--- config.mk ---
export PLATFORM = sky130hd
export DESIGN_NAME = ir_key_sched
export DESIGN_NICKNAME = d
export VERILOG_FILES = /design/src/rtl/ir_key_sched.sv
export SDC_FILE = /design/constraint.sdc
export NUM_CORES = 1
export LEC_CHECK = 0
export ABC_AREA = 1
export CAP_MARGIN = 20
export CORE_MARGIN = 3
export CORE_UTILIZATION = 25
export CTS_BUF_LIST = sky130_fd_sc_hd__clkbuf_4 sky130_fd_sc_hd__clkbuf_8 sky130_fd_sc_hd__clkbuf_16
export CTS_CLUSTER_SIZE = 16
export DETAILED_ROUTE_END_ITERATION = 6
export GPL_TIMING_DRIVEN = 1
export PLACE_DENSITY_LB_ADDON = 0.12
export SLEW_MARGIN = 20
export SYNTH_ARGS = -nofsm -noshare
export SYNTH_HDL_FRONTEND = slang
export SYNTH_SLANG_ARGS = --single-unit
--- constraint.sdc ---
create_clock -name clk27 -period 2.1 [get_ports clk27]
set_clock_uncertainty 0.15 [all_clocks]
set_input_delay 0.42 -clock clk27 [delete_from_list [all_inputs] [get_ports clk27]]
set_output_delay 0.42 -clock clk27 [all_outputs]
set_load 0.01 [all_outputs]
--- src/rtl/ir_key_sched.sv ---
// ir_key_sched: turns IR receiver codes and two front-panel buttons into key events
// queued in a 4-entry FIFO. Define IR_RELEASE_EV_EN to also queue IR release events.
module ir_key_sched #(
    parameter int unsigned REPEAT_START  = 8,
    parameter int unsigned REPEAT_DIV    = 2,
    parameter int unsigned BTN_DEBOUNCE  = 270000,
    parameter logic [15:0] BTN_CODE_BASE = 16'hFF00
) (
    input  logic        clk27,
    input  logic        reset_n,
    input  logic [15:0] ir_code,
    input  logic [7:0]  ir_code_cnt,
    input  logic [1:0]  btn_n,
    output logic [15:0] ev_code,
    output logic [1:0]  ev_type,
    output logic        ev_valid,
    input  logic        ev_ack,
    output logic        ev_ovf,
    input  logic        ovf_clr
);
    localparam int unsigned     DB_W      = (BTN_DEBOUNCE < 2) ? 1 : $clog2(BTN_DEBOUNCE);
    localparam logic [DB_W-1:0] DB_LAST   = DB_W'(BTN_DEBOUNCE - 1);
    localparam logic [7:0]      RPT_START = 8'(REPEAT_START);
    localparam logic [3:0]      RPT_DIV   = 4'(REPEAT_DIV);

    typedef enum logic [1:0] {IR_IDLE = 2'd0, IR_HELD = 2'd1, IR_RPT = 2'd2} ir_state_t;

    logic [1:0]      r_btn_s1, r_btn_s2, r_btn_db;
    logic [DB_W-1:0] r_db_cnt [2];
    logic [1:0]      w_btn_fire;

    logic [15:0] r_code_q;
    logic [7:0]  r_cnt_q;
    ir_state_t   r_state, w_state_nx;
    logic [3:0]  r_div, w_div_nx;
    logic        w_cnt_chg, w_new_press, w_set_press, w_set_rpt;

    logic        r_pend_press, r_pend_rpt;
    logic [15:0] r_press_code, r_rpt_code;
    logic [1:0]  r_pend_btn;
`ifdef IR_RELEASE_EV_EN
    logic        r_pend_rel, w_set_rel, w_clr_rel;
    logic [15:0] r_rel_code;
`endif
    logic        w_wr_req, w_clr_press, w_clr_rpt;
    logic [1:0]  w_clr_btn;
    logic [17:0] w_wr_data;

    logic [17:0] r_mem [4];
    logic [1:0]  r_wptr, r_rptr;
    logic [2:0]  r_count;
    logic        r_ovf, w_full, w_push, w_pop;

    always_ff @(posedge clk27) begin
        if (!reset_n) begin
            r_btn_s1 <= '1;
            r_btn_s2 <= '1;
            r_btn_db <= '1;
            for (int unsigned n = 0; n < 2; n++) r_db_cnt[n] <= '0;
        end else begin
            r_btn_s1 <= btn_n;
            r_btn_s2 <= r_btn_s1;
            for (int unsigned n = 0; n < 2; n++) begin
                if (r_btn_s2[n] == r_btn_db[n]) begin
                    r_db_cnt[n] <= '0;
                end else if (r_db_cnt[n] == DB_LAST) begin
                    r_db_cnt[n] <= '0;
                    r_btn_db[n] <= ~r_btn_db[n];
                end else begin
                    r_db_cnt[n] <= r_db_cnt[n] + 1'b1;
                end
            end
        end
    end

    // A press fires on the same edge the debounced state falls.
    always_comb begin
        w_btn_fire = '0;
        for (int unsigned n = 0; n < 2; n++)
            w_btn_fire[n] = r_btn_db[n] && !r_btn_s2[n] && (r_db_cnt[n] == DB_LAST);
    end

    always_ff @(posedge clk27) begin
        if (!reset_n) begin
            r_code_q <= '0;
            r_cnt_q  <= '0;
            r_state  <= IR_IDLE;
            r_div    <= '0;
        end else begin
            r_code_q <= ir_code;
            r_cnt_q  <= ir_code_cnt;
            r_state  <= w_state_nx;
            r_div    <= w_div_nx;
        end
    end

    assign w_cnt_chg   = (ir_code_cnt != r_cnt_q);
    assign w_new_press = (ir_code_cnt == 8'd1) &&
                         (((r_state == IR_IDLE) && (r_cnt_q != 8'd1)) ||
                          ((r_code_q != '0) && (ir_code != r_code_q)));

    always_comb begin
        w_state_nx  = r_state;
        w_div_nx    = r_div;
        w_set_press = 1'b0;
        w_set_rpt   = 1'b0;
`ifdef IR_RELEASE_EV_EN
        w_set_rel   = 1'b0;
`endif
        if (ir_code == '0) begin
            w_state_nx = IR_IDLE;
`ifdef IR_RELEASE_EV_EN
            w_set_rel  = (r_code_q != '0) && (r_state != IR_IDLE);
`endif
        end else if (w_new_press) begin
            w_set_press = 1'b1;
            w_state_nx  = IR_HELD;
        end else begin
            case (r_state)
                IR_HELD: if (w_cnt_chg && (ir_code_cnt >= RPT_START)) begin
                    w_set_rpt  = 1'b1;
                    w_div_nx   = '0;
                    w_state_nx = IR_RPT;
                end
                IR_RPT: if (w_cnt_chg) begin
                    if (r_div + 4'd1 == RPT_DIV) begin
                        w_div_nx  = '0;
                        w_set_rpt = 1'b1;
                    end else begin
                        w_div_nx = r_div + 4'd1;
                    end
                end
                default: ;
            endcase
        end
    end

    // Fixed priority; the selected flag is cleared whether the FIFO accepts it or not.
    always_comb begin
        w_wr_req    = 1'b1;
        w_wr_data   = '0;
        w_clr_press = 1'b0;
        w_clr_rpt   = 1'b0;
        w_clr_btn   = '0;
`ifdef IR_RELEASE_EV_EN
        w_clr_rel   = 1'b0;
`endif
        if (r_pend_press) begin
            w_wr_data   = {2'b00, r_press_code};
            w_clr_press = 1'b1;
`ifdef IR_RELEASE_EV_EN
        end else if (r_pend_rel) begin
            w_wr_data = {2'b10, r_rel_code};
            w_clr_rel = 1'b1;
`endif
        end else if (r_pend_rpt) begin
            w_wr_data = {2'b01, r_rpt_code};
            w_clr_rpt = 1'b1;
        end else if (r_pend_btn[0]) begin
            w_wr_data    = {2'b00, BTN_CODE_BASE};
            w_clr_btn[0] = 1'b1;
        end else if (r_pend_btn[1]) begin
            w_wr_data    = {2'b00, BTN_CODE_BASE + 16'd1};
            w_clr_btn[1] = 1'b1;
        end else begin
            w_wr_req = 1'b0;
        end
    end

    // A new event raised on the edge that consumes the held one replaces it.
    always_ff @(posedge clk27) begin
        if (!reset_n) begin
            r_pend_press <= 1'b0;
            r_pend_rpt   <= 1'b0;
            r_press_code <= '0;
            r_rpt_code   <= '0;
            r_pend_btn   <= '0;
`ifdef IR_RELEASE_EV_EN
            r_pend_rel   <= 1'b0;
            r_rel_code   <= '0;
`endif
        end else begin
            if (w_clr_press) r_pend_press <= 1'b0;
            if (w_set_press) begin
                r_pend_press <= 1'b1;
                r_press_code <= ir_code;
            end
            if (w_clr_rpt) r_pend_rpt <= 1'b0;
            if (w_set_rpt) begin
                r_pend_rpt <= 1'b1;
                r_rpt_code <= ir_code;
            end
`ifdef IR_RELEASE_EV_EN
            if (w_clr_rel) r_pend_rel <= 1'b0;
            if (w_set_rel) begin
                r_pend_rel <= 1'b1;
                r_rel_code <= r_code_q;
            end
`endif
            for (int unsigned n = 0; n < 2; n++) begin
                if (w_clr_btn[n])  r_pend_btn[n] <= 1'b0;
                if (w_btn_fire[n]) r_pend_btn[n] <= 1'b1;
            end
        end
    end

    assign w_full = (r_count == 3'd4);
    assign w_pop  = ev_ack && (r_count != 3'd0);
    assign w_push = w_wr_req && (!w_full || w_pop);

    always_ff @(posedge clk27) begin
        if (!reset_n) begin
            r_wptr  <= '0;
            r_rptr  <= '0;
            r_count <= '0;
            r_ovf   <= 1'b0;
        end else begin
            if (w_push) r_wptr <= r_wptr + 2'd1;
            if (w_pop)  r_rptr <= r_rptr + 2'd1;
            r_count <= r_count + {2'b00, w_push} - {2'b00, w_pop};
            if (ovf_clr)
                r_ovf <= 1'b0;
            else if (w_wr_req && !w_push)
                r_ovf <= 1'b1;
        end
    end

    always_ff @(posedge clk27) begin
        if (w_push) r_mem[r_wptr] <= w_wr_data;
    end

    assign ev_valid           = (r_count != 3'd0);
    assign {ev_type, ev_code} = ev_valid ? r_mem[r_rptr] : '0;
    assign ev_ovf             = r_ovf;
endmodule

# Word level (Yosys, flattened, before mapping)
# Memories as Yosys holds them, arrays and structs flattened. A register that Yosys moved wholly into a read port is not among the register bits.
# Index checks and enable logic that the tools add are counted.
[op_classes] n_addsub=7 order_cmp=1 n_eq_ne=14 n_mux=72 bitwise=13 reduce_logical=36
[op_table] op="$mux 19" count=6
[op_table] op="$mux 1" count=52
[op_table] op="$add 19x1->19 const B" count=2
[op_table] op="$eq 19x19->1 const B" count=2
[op_table] op="$mux 17" count=2
[op_table] op="$mux 16" count=2
[op_table] op="$mux 18" count=1
[op_table] op="$logic_not 16->1" count=1
[op_table] op="$ne 16x16->1" count=1
[op_table] op="$reduce_bool 16->1" count=1
[op_table] op="$reduce_bool 2->1" count=7
[op_table] op="$mux 4" count=3
[op_table] op="$logic_and 1x1->1" count=11
[op_table] op="$eq 8x1->1 const B" count=1
[op_table] op="$ge 8x4->1 const B" count=1
[op_table] op="$mux 2" count=4
[op_table] op="$ne 8x1->1 const B" count=1
[op_table] op="$ne 8x8->1" count=1
[op_table] op="$pmux 4 s2" count=1
[op_table] op="$reduce_and 2->1" count=4
[op_table] op="$not 1->1" count=7
[op_table] op="$or 1x1->1" count=6
[op_table] op="$reduce_and 5->1" count=1
[op_table] op="$add 2x1->2 const B" count=2
[op_table] op="other kinds (16)" count=23
[totals] reg_bits=80 mem_bits_rw=106 inputBits=30 out_inout_bits=20 elab_cells=164 mem_count=2
[mem_list] memory="r_mem" words=4 word_bits=17 read_ports=1 rd_ports_with_merged_regs=1 wr=1 line="49" text="logic [17:0] r_mem [4];"
[mem_list] memory="r_db_cnt" words=2 word_bits=19 read_ports=2 rd_ports_with_merged_regs=0 wr=2 line="29" text="logic [DB_W-1:0] r_db_cnt [2];"

# Depth between registers and ports, before layout
[depth] ltp_word=8 depth_mapped=15 depth_no_buf=14

# Least setup slack after synthesis
# Ideal clock, no wire load.
[synth_timing] kind="register to register" startpoint="register r_count[1]" endpoint="register r_count[2]" setup_ns=0.120 arrival_time_ns=2.142 required_ns=1.830 path_slack_ns=-0.312 path_stages_with_launch=13 n_path_buf=0 synth_period_minus_slack_ns=2.412 path_cell_list="dfxtp_1 -> nor2_1 -> nand2_1 -> clkinv_1 -> nor2_1 -> ha_1 -> inv_1 -> ha_1 -> inv_1 -> fa_1 -> xor2_1 -> o21ai_0 -> a21oi_1"
[synth_via] elab_chain_cells=6 elab_cells_between_ends=8 classes_between="2 x add/sub; 1 x eq/ne; 5 x reduce/logical"
[synth_rtl] item="start, declared" line="51" text="logic [2:0] r_count;"
[synth_rtl] item="start signal, assigned" line="220" text="r_count <= r_count + {2'b00, w_push} - {2'b00, w_pop};"
[synth_rtl] item="$reduce_bool 3->1 *"
[synth_rtl] item="named net ev_valid" line="16" text="output logic ev_valid,"
[synth_rtl] item="$logic_and 1x1->1 *" line="208" text="assign w_pop = ev_ack && (r_count != 3'd0);"
[synth_rtl] item="named net w_pop" line="52" text="logic r_ovf, w_full, w_push, w_pop;"
[synth_rtl] item="$logic_or 1x1->1" line="209" text="assign w_push = w_wr_req && (!w_full || w_pop);"
[synth_rtl] item="$logic_and 1x1->1" line="209"
[synth_rtl] item="$add 3x1->3" line="220"
[synth_rtl] item="$sub 3x1->3 *" line="220"
# Mark *: on every way through the listed nets, which the timed path passes. The rest lies on a longest branch.
# A chain may end at the register's enable or synchronous reset.

==> results.py <==
metrics = {
    "power": {
        "total_power_mw": 9.975,
        "p_clk_frac": 0.348,
        "p_sw_frac": 0.3030,
        "p_int_mw": 6.952,
        "seqPwrFrac": 0.407,
        "power_density_mw_per_mm2": 801.3,
        "comb_power_share": 0.245,
        "ir_drop_v": 0.0005745,
        "p_sw_mw": 3.023,
        "p_leak_nw": 5.372,
    },
    "worst_setup_path": {
        "cp_slowest_cell": "dfxtp_2",
        "cpPeakStageDelay_ns": 0.34,
        "cp_common_cell": "buf_12",
        "cp_data_required_time_ns": 1.53,
        "cp_top_family": "buffers and inverters",
        "crit_chain": "buf_12 -> clkinvlp_4 -> buf_4 -> buf_12 -> o21ai_4 -> a21oi_2 -> buf_2",
        "cp-end-kind": "output pin",
        "critical_path_class": "reg2out",
        "start_kind": "flop",
        "path_depth": 7,
        "crit_arrival_ns": 1.69,
        "path_max_fanout": 5,
        "worst-path-buf-inv": 5,
        "r2r_cells": 12,
    },
    "finish": {
        "drive_gt1_frac": 0.2706,
        "area_delta_synth_final_pct": 41.15,
        "post-route-util": 0.3595,
        "final_common_cell": "nand2_1",
        "num-nets-final": 1308,
        "layout_common_cells": "nand2_1 (208), inv_1 (150), nor2_1 (147)",
    },
    "floorplan": {
        "pin_count": 50,
        "rows": 68,
        "die_y_um": 193.8,
        "dieArea_mm2": 0.03757,
        "initial_core_util": 0.2547,
        "die_x_um": 193.8,
        "coreArea_mm2": 0.03463,
    },
    "yosys": {
        "synth_area_mm2": 0.008820,
        "synth_top_family_by_area": "simple AND/OR/NAND/NOR gates",
        "synthSimpleGateAreaFrac": 0.2464,
        "synth_flop_cell": "edfxtp_1",
        "muxShareOfSynthArea": 0,
        "ys_seq_elements": 188,
        "ys_warn_count": 0,
        "synth.distinct_cells": 40,
        "avgSynthCellArea_um2": 8.400,
        "syn_inst": 1050,
        "async_flop_share": 0,
        "synth-edff-count": 106,
        "synth_xor_area_frac": 0.02085,
        "synthAdderAreaFrac": 0.02355,
        "seq_area_frac_synth": 0.5470,
        "synth_compound_area_frac": 0.07107,
    },
    "clock_network": {
        "cts_tree": "done",
        "clock_path_buffers": 2,
        "clk_pin_slew_ns": 0.08,
        "cts_sinks": 188,
        "clockRootBuffer": "clkbuf_16",
        "cts_hold_buf": 0,
        "cts_max_level": 4,
        "cts_made_buffers": 17,
        "clk_latency_ns": 0.45,
    },
    "place": {
        "dpl.hpwl_um": 14560,
        "numPortBuffers": 48,
        "gp_congestion": 0.7367,
        "dp_slack_ns": -0.5254,
    },
    "status": {
        "violations": "negative setup slack",
        "status": "finished, violations left",
    },
    "grt": {
        "grt_pass1_vias": 6614,
        "grt_max_degree": 71,
        "grt_pass1_wl_um": 35400,
        "grt-ovfl-total": 0,
        "antenna_found_initial": 2,
        "track_usage": 0.1180,
    },
    "timing": {
        "fin_ws_ns": -0.1614,
        "fmax_mhz": 442.2,
        "min_period_over_period": 1.077,
        "hold_viol": 0,
        "tightest_slew_ns": 0.5861,
        "period_minus_slack_ns": 2.261,
        "slew-limit-headroom": 0.6093,
        "rsz0062_at_grt": "yes",
        "setup_viol": 17,
        "slew_violations": 0,
    },
    "detailed_routing": {
        "drt_first_pass_iters": 5,
        "antenna_left": 0,
        "totalWireLength_um": 22190,
        "drc_errors": 0,
        "dr.first_iter.drc_count": 302,
        "vias_per_cell": 4.068,
        "vias": 7049,
        "wl_per_cell_um": 12.80,
    },
    "job": {
        "drv_cap": 0,
    },
    "min_path": {
        "min_path_cells": 3,
        "worstHoldPathType": "in2reg",
    },
}
[metal layers]
layer,share of wire,track usage
met5,0,0
met4,0.011,0.03191
met3,0.029,0.02606
met1,0.50,0.1641
met2,0.46,0.1862
[worst reg2reg max path: stages, from the launching register on]
cell and delay (ns):
dfxtp_4 0.35, nor2_4 0.12, nand2_2 0.08, clkinv_4 0.06, nor2_4 0.04, ha_4 0.24
inv_4 0.05, ha_4 0.12, inv_2 0.03, fa_2 0.39, xor2_2 0.15, o21ai_1 0.13
a21oi_1 0.05
[repair_timing]
item	4_1_cts	5_1_grt
setup buffers	12	10
pin swaps	34	43
cloned	6	2
endpoints found under the setup margin	62	93
gates resized for setup	174	110
[layout make-up]
type / instances / area (um2)
Clock buffer: 17 / 425.4
Timing Repair Buffer: 186 / 1784
Fill cell: 3588 / 22180
Tap cell: 455 / 569.3
Clock inverter: 15 / 200.2
Antenna cell: 3 / 7.507
Sequential cell: 188 / 4833
Multi-Input combinational cell: 697 / 3973
Inverter: 172 / 656.9
[flip-flops by register name, indices dropped and copies added (netlist names), 3 cells and up, named ones only]
name / flops
r_mem: 68
r_db_cnt: 38
r_code_q: 16
r_press_code: 16
r_rpt_code: 16
r_cnt_q: 8
r_div: 4
r_count: 3
[cell families after synthesis]
kind of cell,Yosys count
DFF,188
other,2
AOI/OAI and AO/OA,111
buffers and inverters,205
adders and majority gates,16
and+or+nand+nor,507
xor gates and xnor gates,21
[synth_stat cells (3+ instances only)]
| master | n | area [um2] |
|---|---|---|
| nor2_1 | 184 | 690.7 |
| nand2_1 | 215 | 807.0 |
| xnor2_1 | 8 | 70.07 |
| clkbuf_1 | 21 | 78.83 |
| edfxtp_1 | 106 | 3183 |
| dfxtp_1 | 82 | 1642 |
| buf_2 | 6 | 30.03 |
| buf_4 | 3 | 22.52 |
| inv_1 | 156 | 585.6 |
| clkinv_1 | 3 | 11.26 |
| nand4_1 | 27 | 168.9 |
| nor3_1 | 16 | 80.08 |
| or2_2 | 9 | 56.30 |
| o21ai_0 | 46 | 230.2 |
| nor4_1 | 13 | 81.33 |
| o21bai_1 | 3 | 22.52 |
| ha_1 | 15 | 187.7 |
| nand3b_1 | 3 | 22.52 |
| o21ai_1 | 3 | 15.01 |
| nor2_2 | 4 | 25.02 |
| nor3b_1 | 6 | 45.04 |
| nand3_1 | 22 | 110.1 |
| nand3_2 | 3 | 30.03 |
| a21oi_1 | 38 | 190.2 |
| xor2_1 | 13 | 113.9 |
| o221ai_1 | 9 | 78.83 |
| o22ai_1 | 7 | 43.79 |
| inv_2 | 13 | 48.80 |
[power groups by stage]
stage	clock network (mW)	logic (mW)	registers, mW
floorplan	0	0.899	4.11
global placement	0	2.00	4.13
detailed placement	0	2.00	4.13
CTS	3.60	2.26	4.05
global route	3.73	2.68	4.08
finish	3.47	2.44	4.06
[path summary, 6_finish.rpt]
path / from / endpoint / slack [ns]
setup / recovery: flop / ev_code[13] / -0.16
hold / removal: ir_code[7] / r_code_q[7] / 0.15
setup reg to reg: r_count[0] / r_count[2] / 0.03
hold reg to reg: r_btn_s1[0] / r_btn_s2[0] / 0.26
[per-stage QoR]
| step | hold WS, ns | setup TNS, ns | area [um2] | cells |
|---|---|---|---|---|
| after floorplan | 0.2425 | 0 | 8994 | 1087 |
| after global placement | 0.2445 | -26.06 | 10900 | 1670 |
| after detailed placement | 0.2507 | -27.28 | 10900 | 1670 |
| after CTS | 0.1958 | -2.796 | 11930 | 1719 |
| after global routing | 0.1471 | -4.064 | 12450 | 1732 |
| final | 0.1487 | -2.425 | 12450 | 1733 |
Power figures use the tool's default switching activity.
